### src/rtl/muldiv_seq.sv
// RV32M multiply/divide sequencer: registered 2-cycle multiply path and a
// 32-iteration restoring divider, with busy/done handshake to the pipeline.
module muldiv_seq #(
    parameter int unsigned DATA_WIDTH = 32,
    parameter int unsigned OP_WIDTH   = 5
) (
    input  logic                  clk,
    input  logic                  rst_n,
    input  logic                  start_i,
    input  logic [OP_WIDTH-1:0]   op_i,
    input  logic [DATA_WIDTH-1:0] a_i,
    input  logic [DATA_WIDTH-1:0] b_i,
    input  logic                  flush_i,
    output logic                  busy_o,
    output logic                  done_o,
    output logic [DATA_WIDTH-1:0] res_o
);

    localparam int unsigned DW    = DATA_WIDTH;
    localparam int unsigned CNT_W = 6;
    localparam logic [DW-1:0] MIN_NEG  = {1'b1, {(DW-1){1'b0}}};
    localparam logic [DW-1:0] ALL_ONES = '1;

    typedef enum logic [2:0] {
        S_IDLE,
        S_MUL,
        S_DIV,
        S_FIX,
        S_DONE
    } state_t;

    state_t             state_q;
    logic [1:0]         op_q;      // [1]: rem/high-half select, [0]: sign variant
    logic [DW-1:0]      a_q;       // multiplicand, or quotient while dividing
    logic [DW-1:0]      b_q;       // multiplier, or divisor while dividing
    logic [DW-1:0]      rem_q;
    logic [CNT_W-1:0]   cnt_q;
    logic               negq_q;
    logic               negr_q;

    // op_i[3] is zero for every M-extension code; it carries no information here
    logic unused_op_bit;
    assign unused_op_bit = op_i[3];

    // Request decode and special-case detection for the accepting edge
    logic          accept;
    logic          sgn_i;
    logic          a_neg;
    logic          b_neg;
    logic [DW-1:0] a_abs;
    logic [DW-1:0] b_abs;
    logic          div_zero;
    logic          div_ovf;
    logic [DW-1:0] special_res;

    always_comb begin
        accept      = (state_q == S_IDLE) && start_i && op_i[4] && !flush_i;
        sgn_i       = ~op_i[0];
        a_neg       = sgn_i & a_i[DW-1];
        b_neg       = sgn_i & b_i[DW-1];
        a_abs       = a_neg ? -a_i : a_i;
        b_abs       = b_neg ? -b_i : b_i;
        div_zero    = (b_i == '0);
        div_ovf     = sgn_i && (a_i == MIN_NEG) && (b_i == ALL_ONES);
        special_res = '0;
        if (div_zero) begin
            special_res = op_i[1] ? a_i : ALL_ONES;
        end else if (div_ovf) begin
            special_res = op_i[1] ? '0 : MIN_NEG;
        end
    end

    // Multiply: sign-extend per variant, keep low or high half of the product
    logic                sa;
    logic                sb;
    logic [2*DW-1:0]     a_ext;
    logic [2*DW-1:0]     b_ext;
    logic [2*DW-1:0]     prod;
    logic [DW-1:0]       mul_res;

    always_comb begin
        sa      = (op_q == 2'b01) || (op_q == 2'b10);
        sb      = (op_q == 2'b01);
        a_ext   = {{DW{sa & a_q[DW-1]}}, a_q};
        b_ext   = {{DW{sb & b_q[DW-1]}}, b_q};
        prod    = a_ext * b_ext;
        mul_res = (op_q == 2'b00) ? prod[DW-1:0] : prod[2*DW-1:DW];
    end

    // One restoring-division step; the 33-bit trial value lives only here
    logic [DW:0]   rem_sh;
    logic [DW:0]   rem_diff;
    logic          ge;
    logic [DW-1:0] rem_nx;
    logic [DW-1:0] quo_nx;
    logic [DW-1:0] fix_res;

    always_comb begin
        rem_sh   = {rem_q, a_q[DW-1]};
        rem_diff = rem_sh - {1'b0, b_q};
        ge       = (rem_sh >= {1'b0, b_q});
        rem_nx   = ge ? rem_diff[DW-1:0] : rem_sh[DW-1:0];
        quo_nx   = {a_q[DW-2:0], ge};
        if (op_q[1]) begin
            fix_res = negr_q ? -rem_q : rem_q;
        end else begin
            fix_res = negq_q ? -a_q : a_q;
        end
    end

    // Sequencer state, datapath registers and registered handshake outputs
    always_ff @(posedge clk or negedge rst_n) begin
        if (!rst_n) begin
            state_q <= S_IDLE;
            op_q    <= '0;
            a_q     <= '0;
            b_q     <= '0;
            rem_q   <= '0;
            cnt_q   <= '0;
            negq_q  <= 1'b0;
            negr_q  <= 1'b0;
            busy_o  <= 1'b0;
            done_o  <= 1'b0;
            res_o   <= '0;
        end else begin
            done_o <= 1'b0;
            if (flush_i) begin
                state_q <= S_IDLE;
                busy_o  <= 1'b0;
            end else begin
                case (state_q)
                    S_IDLE: begin
                        if (accept) begin
                            op_q   <= op_i[1:0];
                            negq_q <= a_neg ^ b_neg;
                            negr_q <= a_neg;
                            busy_o <= 1'b1;
                            if (!op_i[2]) begin
                                a_q     <= a_i;
                                b_q     <= b_i;
                                state_q <= S_MUL;
                            end else if (div_zero || div_ovf) begin
                                res_o   <= special_res;
                                done_o  <= 1'b1;
                                state_q <= S_DONE;
                            end else begin
                                a_q     <= a_abs;
                                b_q     <= b_abs;
                                rem_q   <= '0;
                                cnt_q   <= CNT_W'(DW);
                                state_q <= S_DIV;
                            end
                        end
                    end
                    S_MUL: begin
                        res_o   <= mul_res;
                        done_o  <= 1'b1;
                        state_q <= S_DONE;
                    end
                    S_DIV: begin
                        a_q   <= quo_nx;
                        rem_q <= rem_nx;
                        cnt_q <= cnt_q - CNT_W'(1);
                        if (cnt_q == CNT_W'(1)) begin
                            state_q <= S_FIX;
                        end
                    end
                    S_FIX: begin
                        res_o   <= fix_res;
                        done_o  <= 1'b1;
                        state_q <= S_DONE;
                    end
                    S_DONE: begin
                        busy_o  <= 1'b0;
                        state_q <= S_IDLE;
                    end
                    default: begin
                        busy_o  <= 1'b0;
                        state_q <= S_IDLE;
                    end
                endcase
            end
        end
    end

endmodule

### config.mk
export PLATFORM = sky130hd
export DESIGN_NAME = muldiv_seq
export DESIGN_NICKNAME = d
export VERILOG_FILES = /design/src/rtl/muldiv_seq.sv
export SDC_FILE = /design/constraint.sdc
export NUM_CORES = 2
export LEC_CHECK = 0
export BUFFER_PORTS_ARGS = -buffer_cell sky130_fd_sc_hd__clkbuf_2
export CAP_MARGIN = 5
export CORE_ASPECT_RATIO = 1.4
export CORE_MARGIN = 2
export CORE_UTILIZATION = 60
export DETAILED_ROUTE_END_ITERATION = 10
export PLACE_DENSITY = 0.85
export SKIP_CTS_REPAIR_TIMING = 1
export SYNTH_ARGS = -nofsm -noshare
export SYNTH_HDL_FRONTEND = slang
export SYNTH_SLANG_ARGS = --single-unit
### constraint.sdc
create_clock -name clk -period 13 [get_ports clk]
set_clock_uncertainty 0.15 [all_clocks]
set_input_delay 2.6 -clock clk [delete_from_list [all_inputs] [get_ports clk]]
set_output_delay 2.6 -clock clk [all_outputs]
set_load 0.02 [all_outputs]
After elaboration in Yosys (flattened, before gate mapping)
Cells that the tools add are included.

storage, ports and cells
  logic and storage cells = 108
  input bits = 73
  output and inout port bits = 34
  flip-flop bits (word level) = 143

cells by class
  equal/unequal tests = 17
  order comparisons = 1
  $add $sub $neg = 6
  reductions and logical operators = 22
  multiply operators = 1
  muxes and demuxes = 43
  bitwise logic cells = 7

operators by type and width
  operator                                                            number
  32-bit 2-to-1 mux                                                   22
  32-bit negation                                                     4
  32-bit case mux with 2 select lines                                 2
  32-bit case mux with 3 select lines                                 1
  32-bit == test, second input constant                               2
  33-bit by 33-bit multiplier with 64-bit output                      1
  33-bit by 32-bit greater-or-equal comparator with 1-bit output      1
  32-bit zero test                                                    1
  32-bit subtractor                                                   1
  6-bit 2-to-1 mux                                                    3
  3-bit 2-to-1 mux                                                    5
  6-bit case mux with 2 select lines                                  1
  5-bit AND reduction                                                 2
  3-bit != test, second input constant                                3
  3-bit case mux with 3 select lines                                  1
  2-bit != test, second input constant                                4
  4-bit AND reduction                                                 2
  3-bit by 2-bit == test with 1-bit output, second input constant     2
  6-bit by 1-bit == test with 1-bit output, second input constant     1
  1-bit 2-to-1 mux                                                    6
  6-bit by 1-bit subtractor with 6-bit output, second input constant  1
  1-bit logical AND                                                   5
  1-bit AND                                                           4
  2-bit by 1-bit != test with 1-bit output, second input constant     2
  other kinds (16)                                                    20

Logic depth before layout (Yosys ltp)
  word-level depth = 9
  gate-level depth with buffers = 34
  depth with buffers taken out = 30

Least setup slack after synthesis
No wires, ideal clock.

  kind = register to register
  start = register op_q[1]
  end = register res_o[31]
  library setup time = 0.134 ns
  setup slack = 3.924 ns
  clock period less this slack = 9.076 ns
  arrival = 8.792 ns
  cell stages (with the launch flop) = 33
  data required time = 12.716 ns
  path buffers = 3
  cells stage by stage = dfrtp_1 > clkbuf_1 > inv_1 > ha_1 > and2_1 > clkbuf_1 > clkbuf_1 > nand2_1 > inv_1 > fa_1 > inv_1 > fa_1 > inv_1 > fa_1 > fa_1 > inv_1 > fa_1 > inv_1 > fa_1 > inv_1 > fa_1 > fa_1 > inv_1 > ha_1 > and4_1 > nand3_1 > nor2_1 > inv_1 > a2111oi_0 > o211ai_1 > and3_1 > o311ai_0 > a31oi_1

on the way
  cells in the longest elaborated chain, start to end = 6
  elaborated cells on any way between the ends = 10
  those cells by class = mul: 1; eq/ne: 2; mux: 3; bitwise: 2; reduce/logical: 2

RTL lines
  element                                                                    line    RTL
  start, declared                                                            33      logic [1:0] op_q;
  start signal, assigned                                                     134     op_q <= op_i[1:0];
  2-bit by 1-bit == test with 1-bit output or 2-bit == test (tied branches)  82, 83
  1-bit logical OR                                                           82      sa = (op_q == 2'b01) || (op_q == 2'b10);
  1-bit AND                                                                  84      a_ext = {{DW{sa & a_q[DW-1]}}, a_q};
  33-bit by 33-bit multiplier with 64-bit output                             86      prod = a_ext * b_ext;
  32-bit 2-to-1 mux                                                          87      mul_res = (op_q == 2'b00) ? prod[DW-1:0] : prod[2*DW-1:DW];
  32-bit case mux with 3 select lines (*)                                    131     case (state_q)
  end signal, assigned                                                       143     res_o <= special_res;
  end signal, assigned                                                       156     res_o <= mul_res;
  end signal, assigned                                                       169     res_o <= fix_res;
  end, declared                                                              16      output logic [DATA_WIDTH-1:0] res_o

Mark *: on every way between the ends. The rest lies on a longest branch, timed or not.
A chain may end at the register's enable or synchronous reset.

Final worst setup path
  start = register op_q[1]
  end = register res_o[29]

The elaborated chain is that of the path after synthesis.

==> run summary <==
The top-area cell type share of the netlist area came out at 45.5%. The area of the mapped netlist is 49500 um2. The net count reported at finish is 7124. The die boundary width came out at 247 um.

The count of pins on the block boundary came out at 107. The critical path's most frequent cell is sky130_fd_sc_hd__inv_1. Once layout is complete, the cells apart from fillers number 6760.

In the final layout, the share of cells above drive strength 1 is 4.43%. The mean routed wirelength per cell is 22.3 um. The clock-pin slew reported for the worst setup and hold paths after clock tree synthesis is 0.06 ns. The placed cell count is 6723. The gate count after technology mapping came out at 5807. For this design, the sink count on the clock tree is 143. The net count after synthesis came out at 7260. For this run, the detailed router's first-pass iteration total came to 7.

The setup TNS is 0 ns. The cell at the root of the clock tree is sky130_fd_sc_hd__clkbuf_16. The number of violations of the max-capacitance limit came out at 0. Setup repair after global routing left no endpoint under its margin. By area the synthesized netlist is led by sky130_fd_sc_hd__fa_1, sky130_fd_sc_hd__inv_1, sky130_fd_sc_hd__nand2_1. The time the worst path needs with I/O delays and setup is 11.38 ns.

The number of setup violations in the final report is 0. The overall track demand over capacity in global routing came out at 37.0%. The per-cell via count in the routed design came out at 6.05. The total wire length after detailed routing came out at 151000 um. The count of nets left with antenna violations once routing finished came out at 0. The area enclosed by the die boundary is 84900 um2. After floorplanning, the core was divided into 124 placement rows. Among all stages on the critical path, the largest delay is contributed by sky130_fd_sc_hd__a2111oi_0. During synthesis, Yosys emitted a total of 0 warnings. The overall overflow remaining after global route came out at 0. The largest fanout on the critical path is 18. For this run, asynchronously set or reset flops after synthesis account for 100%. The count of pins over their slew limit is 0. The longest individual stage delay on the worst path came out at 1.05 ns. Of the synthesized area, sequential elements account for 7.23%.

Routability-driven placement finished with a final weighted congestion of 1.04. The number of H-tree levels came out at 4. The number of global-route vias before repair is 44800. The critical path launch point type is a flop.

The count of cell types in the netlist came out at 78. TritonCTS built the clock tree. The worst path required time is 13.14 ns. The number of storage elements in the synthesis netlist came out at 143.

In this run the mean area of a mapped cell was 8.53 um2. The tightest slew margin relative to the limit is 13.2%. The maximum achievable frequency is 0.0879 GHz. The transition time at the pin with the least slew margin is 1.27 ns. The first-pass GRT wire length came out at 238000 um. In this run, synthesis inferred 0 flip-flops with an integrated enable. In the synthesized netlist the dominant register cell turns out to be sky130_fd_sc_hd__dfrtp_1. Across all layers, the routed design uses 40900 vias. The worst setup path is of the reg2reg kind.

The most common cell after layout, fill and taps aside is sky130_fd_sc_hd__inv_1. Clock latency on the worst-skew pair, taken at its later pin, is 0.46 ns. Leaving out fill and tap cells, the most frequent cells in the layout are sky130_fd_sc_hd__inv_1, sky130_fd_sc_hd__fa_1, sky130_fd_sc_hd__nand2_1. The number of I/O port buffers came out at 105. The final core area utilization came out at 62.8%. In the final layout, flip-flops and latches occupy 3580 um2. The initial core utilization came out at 60.6%. The vertical die dimension is 344 um. The layout filler cell count is 6518. The maximum clock insertion buffer count came out at 2. The total half-perimeter wirelength after legalization and detailed placement came out at 120000 um. sky130_fd_sc_hd__fa_1 takes more of the synthesized area than any other cell. Data on the critical path arrives at its endpoint at 11.52 ns. The total DRC errors in the routed layout is 0. The DRC marker count from the first detailed-route iteration came out at 3334. The share of the clock period used by the worst path after layout came out at 87.5%. The endpoint class of the critical path is a flop. Entering global routing, the biggest net connects 79 pins. The area of the placeable core came out at 81800 um2.

The number of antenna violations at the first check in global routing is 10. The min-delay analysis places its worst path in the category reg2reg. The area taken by multi-input logic gates is 39900 um2. The run finished with clean final reports. Relative to the synthesized area, the layout overhead comes to 3.70%. Counting the buffers created by CTS gives 17. The count of endpoints failing hold in the final timing report came out at 0.
-- through the flow --
step | hold WS, ns | area [um2] | setup WS, ns
after floorplan | 0.324 | 49500 | 3.92
after CTS | 0.343 | 51300 | 1.82
after detailed placement | 0.329 | 50700 | 1.82
after global routing | 0.364 | 51300 | 1.18
after global placement | 0.315 | 50700 | 2.16
final | 0.350 | 51300 | 1.62
-- layout make-up --
type	count	area share (%)
diodes	5	0.0244
inverters	1266	9.26
flip-flops and latches	143	6.98
repair buffers	186	2.22
clock inverters	9	0.210
multi-input cells	4057	77.8
clock buffers	23	0.950
well taps	1071	2.61
-- critical path, delay by kind of cell (launching register included) --
kind / cells / cell delay [ns]
AO/OA/AOI/OAI: 4 / 1.75
adder cells (fa/ha/maj): 10 / 5.65
buffers and inverters: 9 / 1.29
flip-flops: 1 / 0.34
AND/OR/NAND/NOR: 6 / 2.03
-- flip-flops by register name, indices dropped and copies added, names as in the netlist --
| name | flops |
|---|---|
| res_o | 32 |
| a_q | 32 |
| b_q | 32 |
| done_o | 1 |
| busy_o | 1 |
| negq_q | 1 |
| negr_q | 1 |
| op_q | 2 |
| state_q | 3 |
| rem_q | 32 |
| cnt_q | 6 |
-- final timing paths --
kind,from,end,slack (ns),cells past startpoint
worst max-delay path,op_q[1],res_o[29],1.62,29
worst min-delay path,a_q[3],a_q[3],0.35,2
worst max register to register,op_q[1],res_o[29],1.62,29
worst min register to register,a_q[3],a_q[3],0.35,2
max in group asynchronous,rst_n,res_o[14],9.34,2
min in group asynchronous,rst_n,cnt_q[5],1.98,1
-- cell usage after synthesis, drive strengths merged, types with 33 or more instances --
cell type  instances
nand2           1004
o21ai            238
dfrtp            143
o31ai             40
o211ai            33
nand3             44
a21o              34
xnor2            109
buf               55
and2             233
nor2             234
xor2              96
inv             1266
clkbuf           286
a21oi            180
ha               254
fa              1126
nor3              39
-- cell families after synthesis --
| family | count (synthesis) | share of synthesized area, % |
|---|---|---|
| XOR/XNOR | 205 | 3.63 |
| AO/OA/AOI/OAI | 712 | 8.91 |
| multiplexers | 18 | 0.369 |
| AND/OR/NAND/NOR | 1742 | 15.7 |
| buffers and inverters | 1607 | 12.2 |
| adder cells (fa/ha/maj) | 1380 | 51.9 |
| flip-flops | 143 | 7.23 |
-- per-layer routing --
metal / track usage, % / wire, um / vias to the layer above
li1: - / - / 17200
met1: 40.8 / 48900 / 20500
met2: 62.8 / 74500 / 2309
met3: 6.80 / 13000 / 853
met4: 29.8 / 14700 / 12
met5: 0 / 77 / -
Power is not shown: default switching activity piles up to over one toggle a cycle in this logic, so the estimate is an artifact.
